**src/rtl/mem_stage_ctrl.sv**
```systemverilog
// Memory-stage controller: issues EX/MEM accesses to a multi-cycle data memory,
// stalls upstream while a request is outstanding and fills the MEM/WB register.
module mem_stage_ctrl #(
   parameter int TIMEOUT   = 16,
   parameter int CNT_WIDTH = 5
) (
   input  logic        clk,
   input  logic        rst,
   input  logic        valid_m,
   input  logic        memRead_m,
   input  logic        memWrite_m,
   input  logic        memToReg_m,
   input  logic        halt_m,
   input  logic [15:0] aluOut_m,
   input  logic [15:0] read2Data_m,
   input  logic [2:0]  writeRegSel_m,
   output logic        mem_en,
   output logic        mem_wr,
   output logic [15:0] mem_addr,
   output logic [15:0] mem_wdata,
   input  logic        mem_done,
   input  logic [15:0] mem_rdata,
   output logic        stall_m,
   output logic        valid_w,
   output logic        memToReg_w,
   output logic        halt_w,
   output logic        err_w,
   output logic [15:0] aluOut_w,
   output logic [15:0] memData_w,
   output logic [2:0]  writeRegSel_w
);

   // state   | meaning
   // S_IDLE  | no request outstanding; accesses issue from here
   // S_WAIT  | request issued, waiting for mem_done (bounded by TIMEOUT)
   // S_HALTED| HALT retired; pipeline frozen until reset
   // S_ERROR | illegal access or timeout; pipeline frozen until reset
   typedef enum logic [1:0] {S_IDLE, S_WAIT, S_HALTED, S_ERROR} state_t;

   localparam logic [CNT_WIDTH-1:0] CNT_LAST = CNT_WIDTH'(TIMEOUT - 1);

   state_t               state, state_nxt;
   logic [CNT_WIDTH-1:0] cnt, cnt_nxt;
   logic                 req_wr;
   logic [15:0]          req_addr, req_wdata;
   logic                 acc, illegal, issue, load_wb, capture_data;

   assign acc     = valid_m & (memRead_m | memWrite_m);
   assign illegal = valid_m & memRead_m & memWrite_m;

   always_comb begin
      state_nxt    = state;
      cnt_nxt      = cnt;
      issue        = 1'b0;
      stall_m      = 1'b0;
      load_wb      = 1'b0;
      capture_data = 1'b0;
      case (state)
         S_IDLE: begin
            stall_m = acc;
            if (illegal) begin
               state_nxt = S_ERROR;
            end else if (acc) begin
               // the strobe is suppressed while reset is held
               issue     = rst;
               state_nxt = S_WAIT;
               cnt_nxt   = '0;
            end else begin
               load_wb = 1'b1;
               if (valid_m && halt_m) state_nxt = S_HALTED;
            end
         end
         S_WAIT: begin
            if (mem_done) begin
               load_wb      = 1'b1;
               capture_data = 1'b1;
               state_nxt    = S_IDLE;
            end else begin
               stall_m = 1'b1;
               if (cnt == CNT_LAST) state_nxt = S_ERROR;
               else                 cnt_nxt   = cnt + CNT_WIDTH'(1);
            end
         end
         S_HALTED, S_ERROR: stall_m = 1'b1;
         default: state_nxt = S_IDLE;
      endcase
   end

   assign mem_en = issue;

   always_comb begin
      mem_wr    = 1'b0;
      mem_addr  = '0;
      mem_wdata = '0;
      if (state == S_WAIT) begin
         mem_wr    = req_wr;
         mem_addr  = req_addr;
         mem_wdata = req_wdata;
      end else if (issue) begin
         mem_wr    = memWrite_m;
         mem_addr  = aluOut_m;
         mem_wdata = read2Data_m;
      end
   end

   always_ff @(posedge clk or negedge rst) begin
      if (!rst) begin
         state     <= S_IDLE;
         cnt       <= '0;
         req_wr    <= 1'b0;
         req_addr  <= '0;
         req_wdata <= '0;
      end else begin
         state <= state_nxt;
         cnt   <= cnt_nxt;
         if (issue) begin
            req_wr    <= memWrite_m;
            req_addr  <= aluOut_m;
            req_wdata <= read2Data_m;
         end
      end
   end

   always_ff @(posedge clk or negedge rst) begin
      if (!rst) begin
         valid_w       <= 1'b0;
         memToReg_w    <= 1'b0;
         halt_w        <= 1'b0;
         err_w         <= 1'b0;
         aluOut_w      <= '0;
         memData_w     <= '0;
         writeRegSel_w <= '0;
      end else begin
         err_w <= (state_nxt == S_ERROR);
         if (load_wb) begin
            valid_w       <= valid_m;
            memToReg_w    <= memToReg_m & valid_m;
            halt_w        <= halt_m & valid_m;
            aluOut_w      <= aluOut_m;
            writeRegSel_w <= writeRegSel_m;
         end else begin
            // bubble: control cleared, data fields keep their last values
            valid_w    <= 1'b0;
            memToReg_w <= 1'b0;
            halt_w     <= (state_nxt == S_HALTED);
         end
         if (capture_data) memData_w <= req_wr ? 16'h0000 : mem_rdata;
      end
   end

endmodule

```
**config.mk**
```make
export PLATFORM = sky130hd
export DESIGN_NAME = mem_stage_ctrl
export DESIGN_NICKNAME = d
export VERILOG_FILES = /design/src/rtl/mem_stage_ctrl.sv
export SDC_FILE = /design/constraint.sdc
export NUM_CORES = 1
export LEC_CHECK = 0
export BUFFER_PORTS_ARGS = -buffer_cell sky130_fd_sc_hd__buf_2
export CORE_ASPECT_RATIO = 0.9
export CORE_MARGIN = 1
export CORE_UTILIZATION = 44
export CTS_CLUSTER_SIZE = 25
export DETAILED_ROUTE_END_ITERATION = 10
export PLACE_DENSITY = 0.81
export SLEW_MARGIN = 20
export SYNTH_ARGS = -nofsm -noshare
export SYNTH_HDL_FRONTEND = slang
export SYNTH_SLANG_ARGS = --single-unit
```
**constraint.sdc**
```tcl
create_clock -name clk -period 1.9 [get_ports clk]
set_clock_uncertainty 0.1 [all_clocks]
set_input_delay 0.095 -clock clk [delete_from_list [all_inputs] [get_ports clk]]
set_output_delay 0.095 -clock clk [all_outputs]
set_load 0.05 [all_outputs]
```
==> results.sh, run 1 <==
export IMPL_slew_headroom_pct=70.1
export IMPL_final_common_cell="buf_2"
export IMPL_io_buffers=132
export IMPL_antenna_found_initial=0
export IMPL_dieArea_um2=8380
export IMPL_final_area_um2=5890
export IMPL_fmax_mhz=518
export IMPL_critical_path_required_ns=1.70
export IMPL_ir_drop_mv=0.922
export IMPL_cts_clk_slew_worst_paths_ns=0.08
export IMPL_gp_congestion=0.726
export IMPL_drtAntennaViolNets=0
export IMPL_final_util_pct=77.0
export IMPL_fin_total_pwr_w=0.00764
export IMPL_cts_buffers=9
export IMPL_cts_tree="done"
export IMPL_clock_root_buffer="clkbuf_8"
export IMPL_die_w_um=96.4
export IMPL_drive_gt1_share_pct=54.7
export IMPL_areaGrowthSynthToFinish_pct=67.2
export IMPL_synth_area_per_cell_um2=12.8
export IMPL_cts_htree_levels=3
export IMPL_nFillCells=477
export IMPL_most_common_layout_cells="buf_2, dfrtp_1, dlygate4sd3_1"
export IMPL_dp_hpwl_mm=5.17
export IMPL_synthesis_area_um2=3530
export IMPL_synthCells=275
export IMPL_core_area_um2=7660
export IMPL_finalSetupViolCount=27
export IMPL_p_leak_nw=2.88
export IMPL_num_rows=30
export IMPL_grt_ovfl_total=0
export IMPL_yosysSeqAreaShare_pct=56.1
export IMPL_rr_worst_depth=5
export IMPL_synth_nets=336
export IMPL_ys_ff_latch=79
export IMPL_die_h_um=86.9
export IMPL_worst_hold_slack_ns=0.0189
export IMPL_violations="setup timing"
export IMPL_nets=550
export IMPL_wl_mm=10.5
export IMPL_cap_violations=0
export IMPL_first_pass_iters=4
export IMPL_tns_ns=-0.391
export IMPL_cts_path_max_buffers=2
export IMPL_wl_per_cell_um=17.9
export IMPL_p_per_area_nw_per_um2=1300
export IMPL_grt_max_degree=80
export IMPL_crit_path_start_kind="flop"
export IMPL_drt_first_iter_violations=120
export IMPL_r2r_setup_slack_ns=0.05
export IMPL_via_per_inst=5.11
export IMPL_drv_slew=0
export IMPL_synthFlopType="dfrtp_1"
export IMPL_path_max_fanout=18
export IMPL_worstSetupPathType="flop to output port"
export IMPL_drc=0
export IMPL_hold_path_end="cnt[0]"
export IMPL_start_util_pct=46.0
export IMPL_reg2reg_to="req_wdata[13]"
export IMPL_grt_pass1_vias=3160
export IMPL_hold_depth=4
export IMPL_fin_crit_sh_pct=102
export IMPL_vias=3002
export IMPL_min_delay_start="mem_done"
export IMPL_setup_ws_ns=-0.0305
export IMPL_async_flop_share_pct=100
export IMPL_grt_pass1_wl_mm=15.4
export IMPL_grt_total_usage_pct=24.8
export IMPL_ys_types=33
export IMPL_status="finished with violations"
export IMPL_io_pins=133
export IMPL_insertion_delay_ns=0.35
export IMPL_rsz0062_at_grt="true"
export IMPL_yosysWarnings=0
export IMPL_synth_edf_count=0
export IMPL_endpoint_kind="output port"
export IMPL_reg2reg_from="state[0]"
export IMPL_worst_pin_slew_ns=0.449
export IMPL_hold_viol_final=0
export IMPL_arrival_ns=1.74
export IMPL_min_period_ns=1.93
export IMPL_insertedDiodeCount=0
export IMPL_min_path_type="input pin to flop"
export IMPL_dpl_cell_area_um2=4340
export IMPL_cts_sinks=79
[critical path, cell delays in order, from the launching register on]
cell and delay, ns:
dfrtp_1 0.43, nor2b_4 0.15, and4_4 0.29, buf_12 0.17, a22o_2 0.19, buf_8 0.15
[area by class of cell]
class	count	area, µm²	area share (%)
clock inverter	5	83.8	1.42
inverter	5	18.8	0.318
clock buffer	9	124	2.10
timing repair buffer	221	2000	33.9
sequential	79	1980	33.6
multi-input combinational	173	1570	26.7
tap	96	120	2.04
[per-layer routing]
metal	part of all wire [%]	track usage (%)	wire, µm	vias to the layer above
li1	-	-	-	1410
met1	39	28.4	4050	1472
met2	55	44.3	5750	104
met3	4.9	6.02	519	16
met4	1.7	10.2	178	0
met5	0	0	0	-
[cell families after synthesis]
group	count (synthesis)	synth area share, %
adders and majority gates	2	0.710
DFF	79	56.1
and+or+nand+nor	56	8.13
AOI/OAI and AO/OA	59	13.2
muxes	55	17.5
buffers and inverters	23	4.15
xor gates and xnor gates	1	0.248
[state kept, by name (all words and copies together), names as in the netlist]
register and flops:
req_addr 16, valid_w 1, writeRegSel_w 3, halt_w 1, memData_w 16, cnt 5
aluOut_w 16, memToReg_w 1, state 2, err_w 1, req_wr 1, req_wdata 16
[through the flow]
stage,setup slack (ns),instances
after floorplan,-0.0810,275
after global placement,0.0506,494
after detailed placement,-0.00149,494
after CTS,-0.0272,580
after global routing,-0.0741,588
final,-0.0305,588
[synthesized netlist by cell type (5+ instances only)]
master	n	area share, %
a22o_1	33	8.2
nand2b_1	17	3.0
clkbuf_1	5	0.53
nand2_1	22	2.3
nor2_1	5	0.53
mux2_2	50	16
o21ai_0	16	2.3
buf_6	6	1.9
dfrtp_1	79	56
inv_1	5	0.53
[report_power, final]
part           internal [W]  switching (W)
clock network      0.000730       0.000610
logic               0.00122        0.00230
registers           0.00237       0.000415
total               0.00431        0.00333
[timing repair]
action	in CTS	in global routing
setup endpoints to repair	37	54
gates cloned	4	5
gates resized for setup	76	40
hold endpoints to repair	150	0
pin swaps	4	4
setup buffers	12	2
hold buffers	56	0
[worst max-delay path by stage]
stage | startpoint | to | depth (start not counted)
final | state[0] | mem_wdata[7] | 5
after global routing | state[0] | mem_wdata[7] | 5
after CTS | state[0] | mem_addr[9] | 6
after detailed placement | cnt[1] | cnt[4] | 7
after global placement | cnt[0] | cnt[4] | 7
after floorplan | cnt[0] | cnt[4] | 7
(Power assumes the default switching activity.)
==> run 2: changes to the inputs <==
--- a/config.mk
+++ b/config.mk
@@ -8,7 +8,7 @@
 export BUFFER_PORTS_ARGS = -buffer_cell sky130_fd_sc_hd__buf_2
 export CORE_ASPECT_RATIO = 0.9
 export CORE_MARGIN = 1
-export CORE_UTILIZATION = 44
+export CORE_UTILIZATION = 40
 export CTS_CLUSTER_SIZE = 25
 export DETAILED_ROUTE_END_ITERATION = 10
 export PLACE_DENSITY = 0.81
==> results.sh, run 2 (synthesis results as in run 1) <==
export IMPL_violations="setup timing"
export IMPL_areaGrowthSynthToFinish_pct=63.9
export IMPL_grt_max_degree=80
export IMPL_fin_total_pwr_w=0.00746
export IMPL_start_util_pct=41.2
export IMPL_insertion_delay_ns=0.34
export IMPL_nFillCells=628
export IMPL_cts_tree="done"
export IMPL_die_h_um=91.1
export IMPL_min_path_type="input pin to flop"
export IMPL_cts_clk_slew_worst_paths_ns=0.07
export IMPL_fin_crit_sh_pct=101
export IMPL_grt_pass1_wl_mm=16.2
export IMPL_min_period_ns=1.92
export IMPL_gp_congestion=0.800
export IMPL_wl_mm=10.3
export IMPL_arrival_ns=1.73
export IMPL_grt_pass1_vias=3296
export IMPL_dpl_cell_area_um2=4410
export IMPL_path_max_fanout=20
export IMPL_critical_path_required_ns=1.70
export IMPL_p_per_area_nw_per_um2=1290
export IMPL_cts_sinks=79
export IMPL_drtAntennaViolNets=0
export IMPL_tns_ns=-0.0395
export IMPL_die_w_um=101
export IMPL_worst_hold_slack_ns=0.137
export IMPL_crit_path_start_kind="flop"
export IMPL_ir_drop_mv=0.759
export IMPL_hold_viol_final=0
export IMPL_cts_path_max_buffers=2
export IMPL_worstSetupPathType="flop to output port"
export IMPL_clock_root_buffer="clkbuf_8"
export IMPL_first_pass_iters=4
export IMPL_setup_ws_ns=-0.0232
export IMPL_num_rows=32
export IMPL_fmax_mhz=520
export IMPL_dieArea_um2=9190
export IMPL_rsz0062_at_grt="true"
export IMPL_endpoint_kind="output port"
export IMPL_worst_pin_slew_ns=0.478
export IMPL_nets=549
export IMPL_via_per_inst=5.06
export IMPL_drt_first_iter_violations=94
export IMPL_io_pins=133
export IMPL_final_util_pct=67.5
export IMPL_most_common_layout_cells="buf_2, dfrtp_1, dlygate4sd3_1"
export IMPL_insertedDiodeCount=0
export IMPL_drive_gt1_share_pct=54.2
export IMPL_finalSetupViolCount=5
export IMPL_wl_per_cell_um=16.9
export IMPL_cts_htree_levels=3
export IMPL_io_buffers=132
export IMPL_drv_slew=0
export IMPL_grt_ovfl_total=0
export IMPL_final_common_cell="buf_2"
export IMPL_antenna_found_initial=0
export IMPL_dp_hpwl_mm=5.13
export IMPL_cap_violations=0
export IMPL_status="finished with violations"
export IMPL_final_area_um2=5780
export IMPL_grt_total_usage_pct=23.2
export IMPL_drc=0
export IMPL_vias=3084
export IMPL_slew_headroom_pct=68.1
export IMPL_core_area_um2=8570
export IMPL_p_leak_nw=2.82
export IMPL_cts_buffers=9
## run 2: changes by cell type in the layout (fill, tap and decap cells not counted), sizes merged
cell	before	now
clkinvlp	2	1
bufinv	2	1
clkbuf	13	12
clkinv	0	2
inv	6	5
dlygate4sd3	56	57
## run 2: stage by stage
| step | worst slack (ns) | std cells |
|---|---|---|
| 4_1_cts | -0.0219 | 607 |
| 3_3_place_gp | 0.0685 | 520 |
| 5_1_grt | -0.0923 | 610 |
| 3_5_place_dp | 0.0291 | 520 |
| 6_report | -0.0232 | 610 |
| 2_1_floorplan | -0.0810 | 275 |
## run 2: power breakdown
group          internal, W  total (W)  switching [W]
clock             0.000624    0.00120       0.000573
combinational      0.00120    0.00349        0.00228
sequential         0.00237    0.00277       0.000405
total              0.00420    0.00746        0.00326
## run 2: per-layer routing
layer / wire length (µm) / global-route usage (%)
met4: 242 / 9.66
met2: 5360 / 41.4
met3: 556 / 6.93
met1: 4140 / 25.3
met5: 0 / 0
## run 2: repair_timing
item / 4_1_cts / 5_1_grt
pin swaps: 2 / 4
cloned: 4 / 2
resized for setup: 78 / 24
buffers inserted: 12 / 1
hold buffers: 57 / 0
endpoints found under the setup margin: 35 / 52
hold endpoints to repair: 151 / 0
## run 2: layout make-up
| class | instances | area, µm² | area share (%) |
|---|---|---|---|
| multi-input combinational | 173 | 1530 | 26.4 |
| clock inverter | 4 | 47.5 | 0.823 |
| sequential | 79 | 1980 | 34.2 |
| inverter | 5 | 18.8 | 0.325 |
| tap | 119 | 149 | 2.58 |
| clock buffer | 10 | 138 | 2.38 |
| timing repair buffer | 220 | 1920 | 33.3 |
## run 2: worst max-delay path: stages (launching register included)
cell,delay (ns)
dfrtp_1,0.38
inv_1,0.17
and4_4,0.30
buf_12,0.17
a22o_1,0.19
buf_6,0.16
## run 2: final timing paths
check / cells past startpoint / startpoint / endpoint / slack (ns)
worst min-delay path: 3 / valid_m / state[0] / 0.14
worst min register to register: 2 / memData_w[15] / memData_w[15] / 0.38
max in group asynchronous: 4 / rst / req_wdata[13] / 0.83
min in group asynchronous: 3 / rst / req_addr[15] / 0.28
worst max register to register: 8 / cnt[1] / cnt[1] / 0.02
worst max-delay path: 5 / state[1] / mem_wr / -0.02
==> run 3: changes to the inputs <==
--- a/config.mk
+++ b/config.mk
@@ -5,13 +5,13 @@
 export SDC_FILE = /design/constraint.sdc
 export NUM_CORES = 1
 export LEC_CHECK = 0
-export BUFFER_PORTS_ARGS = -buffer_cell sky130_fd_sc_hd__buf_2
 export CORE_ASPECT_RATIO = 0.9
 export CORE_MARGIN = 1
 export CORE_UTILIZATION = 40
 export CTS_CLUSTER_SIZE = 25
 export DETAILED_ROUTE_END_ITERATION = 10
-export PLACE_DENSITY = 0.81
+export DONT_BUFFER_PORTS = 1
+export PLACE_DENSITY = 0.67
 export SLEW_MARGIN = 20
 export SYNTH_ARGS = -nofsm -noshare
 export SYNTH_HDL_FRONTEND = slang
==> results.sh, run 3 (synthesis results as in run 1) <==
export IMPL_status="finished with violations"
export IMPL_violations="hold timing, setup timing"
export IMPL_setup_ws_ns=-0.0213
export IMPL_grt_busiest_layer="met2"
export IMPL_insertedDiodeCount=0
export IMPL_endpoint_kind="flop"
export IMPL_cts_clk_slew_worst_paths_ns=0.10
export IMPL_cts_buffers=9
export IMPL_drive_gt1_share_pct=39.2
export IMPL_num_rows=32
export IMPL_die_h_um=91.1
export IMPL_core_area_um2=8570
export IMPL_p_leak_nw=2.31
export IMPL_worst_hold_slack_ns=-0.680
export IMPL_fin_cells=484
export IMPL_reg2reg_from="state[0]"
export IMPL_cts_htree_levels=3
export IMPL_gp_congestion=0.803
export IMPL_grt_pass1_vias=2835
export IMPL_dieArea_um2=9190
export IMPL_finalSetupViolCount=12
export IMPL_pre_cts_ws_ns=-0.0481
export IMPL_min_period_ns=1.92
export IMPL_drc=0
export IMPL_place_inst=393
export IMPL_cap_violations=0
export IMPL_insertion_delay_ns=0.34
export IMPL_nets=421
export IMPL_arrival_ns=2.05
export IMPL_clock_root_buffer="clkbuf_8"
export IMPL_fin_crit_sh_pct=101
export IMPL_drt_first_iter_violations=128
export IMPL_worst_pin_slew_ns=0.497
export IMPL_io_pins=133
export IMPL_dp_hpwl_mm=4.76
export IMPL_wl_mm=9.49
export IMPL_grt_ovfl_total=0
export IMPL_final_util_pct=59.0
export IMPL_reg2reg_to="writeRegSel_w[0]"
export IMPL_p_per_area_nw_per_um2=1360
export IMPL_min_path_type="input pin to asynchronous set/reset pin"
export IMPL_use_met3_pct=7.93
export IMPL_io_buffers=0
export IMPL_rr_worst_depth=5
export IMPL_most_common_layout_cells="dfrtp_1, dlygate4sd3_1, mux2_2"
export IMPL_slew_headroom_pct=66.9
export IMPL_path_max_fanout=10
export IMPL_areaGrowthSynthToFinish_pct=43.5
export IMPL_die_w_um=101
export IMPL_first_pass_iters=4
export IMPL_rsz0062_at_grt="true"
export IMPL_tns_ns=-0.102
export IMPL_met2_usage_pct=34.6
export IMPL_cts_sinks=79
export IMPL_drtAntennaViolNets=0
export IMPL_grt_total_usage_pct=19.9
export IMPL_grt_pass1_wl_mm=13.9
export IMPL_grt_max_degree=81
export IMPL_start_util_pct=41.2
export IMPL_antenna_found_initial=0
export IMPL_r2r_setup_slack_ns=-0.02
export IMPL_crit_path_start_kind="flop"
export IMPL_final_common_cell="dfrtp_1"
export IMPL_globalRouteMet1Util_pct=21.9
export IMPL_hold_viol_final=79
export IMPL_cts_path_max_buffers=2
export IMPL_critical_path_required_ns=2.03
export IMPL_worstSetupPathType="flop to flop"
export IMPL_vias=2575
export IMPL_fmax_mhz=520
export IMPL_cts_tree="done"
export IMPL_via_per_inst=5.32
export IMPL_drv_slew=0
export IMPL_ir_drop_mv=0.869
export IMPL_wl_per_cell_um=19.6
[run 3: stage by stage]
stage / total power (W) / hold slack [ns] / area (µm²)
floorplan: 0.00506 / -0.301 / 3560
global placement: 0.00531 / -0.299 / 3830
detailed placement: 0.00540 / -0.299 / 3830
CTS: 0.00685 / -0.706 / 4820
global route: 0.00723 / -0.719 / 5060
finish: 0.00689 / -0.680 / 5060
[run 3: worst max-delay path by stage]
stage	slack [ns]	cells past startpoint	from	to
after global placement	0.04	7	cnt[1]	cnt[4]
after global routing	-0.13	5	state[0]	mem_addr[2]
after detailed placement	-0.05	7	cnt[1]	cnt[4]
after CTS	-0.03	5	state[0]	mem_wdata[15]
after floorplan	-0.08	7	cnt[0]	cnt[4]
final	-0.02	5	state[0]	writeRegSel_w[0]
[run 3: report_power, final]
group | leakage [nW] | switching (W) | internal, W
Clock | 0.0999 | 0.000698 | 0.000516
Sequential | 1.00 | 0.00194 | 0.00234
Combinational | 1.21 | 0.000605 | 0.000790
Total | 2.31 | 0.00324 | 0.00365
[run 3: layer usage]
layer | vias up | share of wire, %
met4 | 0 | 1.3
li1 | 1160 | -
met3 | 9 | 8.0
met1 | 1280 | 39
met5 | - | 0
met2 | 126 | 52
[run 3: cell type report]
type | instances | area [µm²]
multi-input combinational | 173 | 1660
clock inverter | 7 | 71.3
timing repair buffer | 92 | 1050
clock buffer | 9 | 124
sequential | 79 | 1980
inverter | 5 | 18.8
fill | 682 | 3510
tap | 119 | 149
[run 3: critical path, cell delays in order (launching register included)]
cell	delay (ns)
dfrtp_1	0.41
buf_4	0.18
a221oi_4	0.35
buf_6	0.17
bufbuf_16	0.27
mux2_1	0.33
[run 3: what timing repair did]
item                       4_1_cts  5_1_grt
buffers inserted                11        2
resized for setup               16       23
hold endpoints to repair       156       80
gates cloned                     2        3
hold buffers                    56        1
pin swaps                        5       19
setup endpoints to repair       37       45
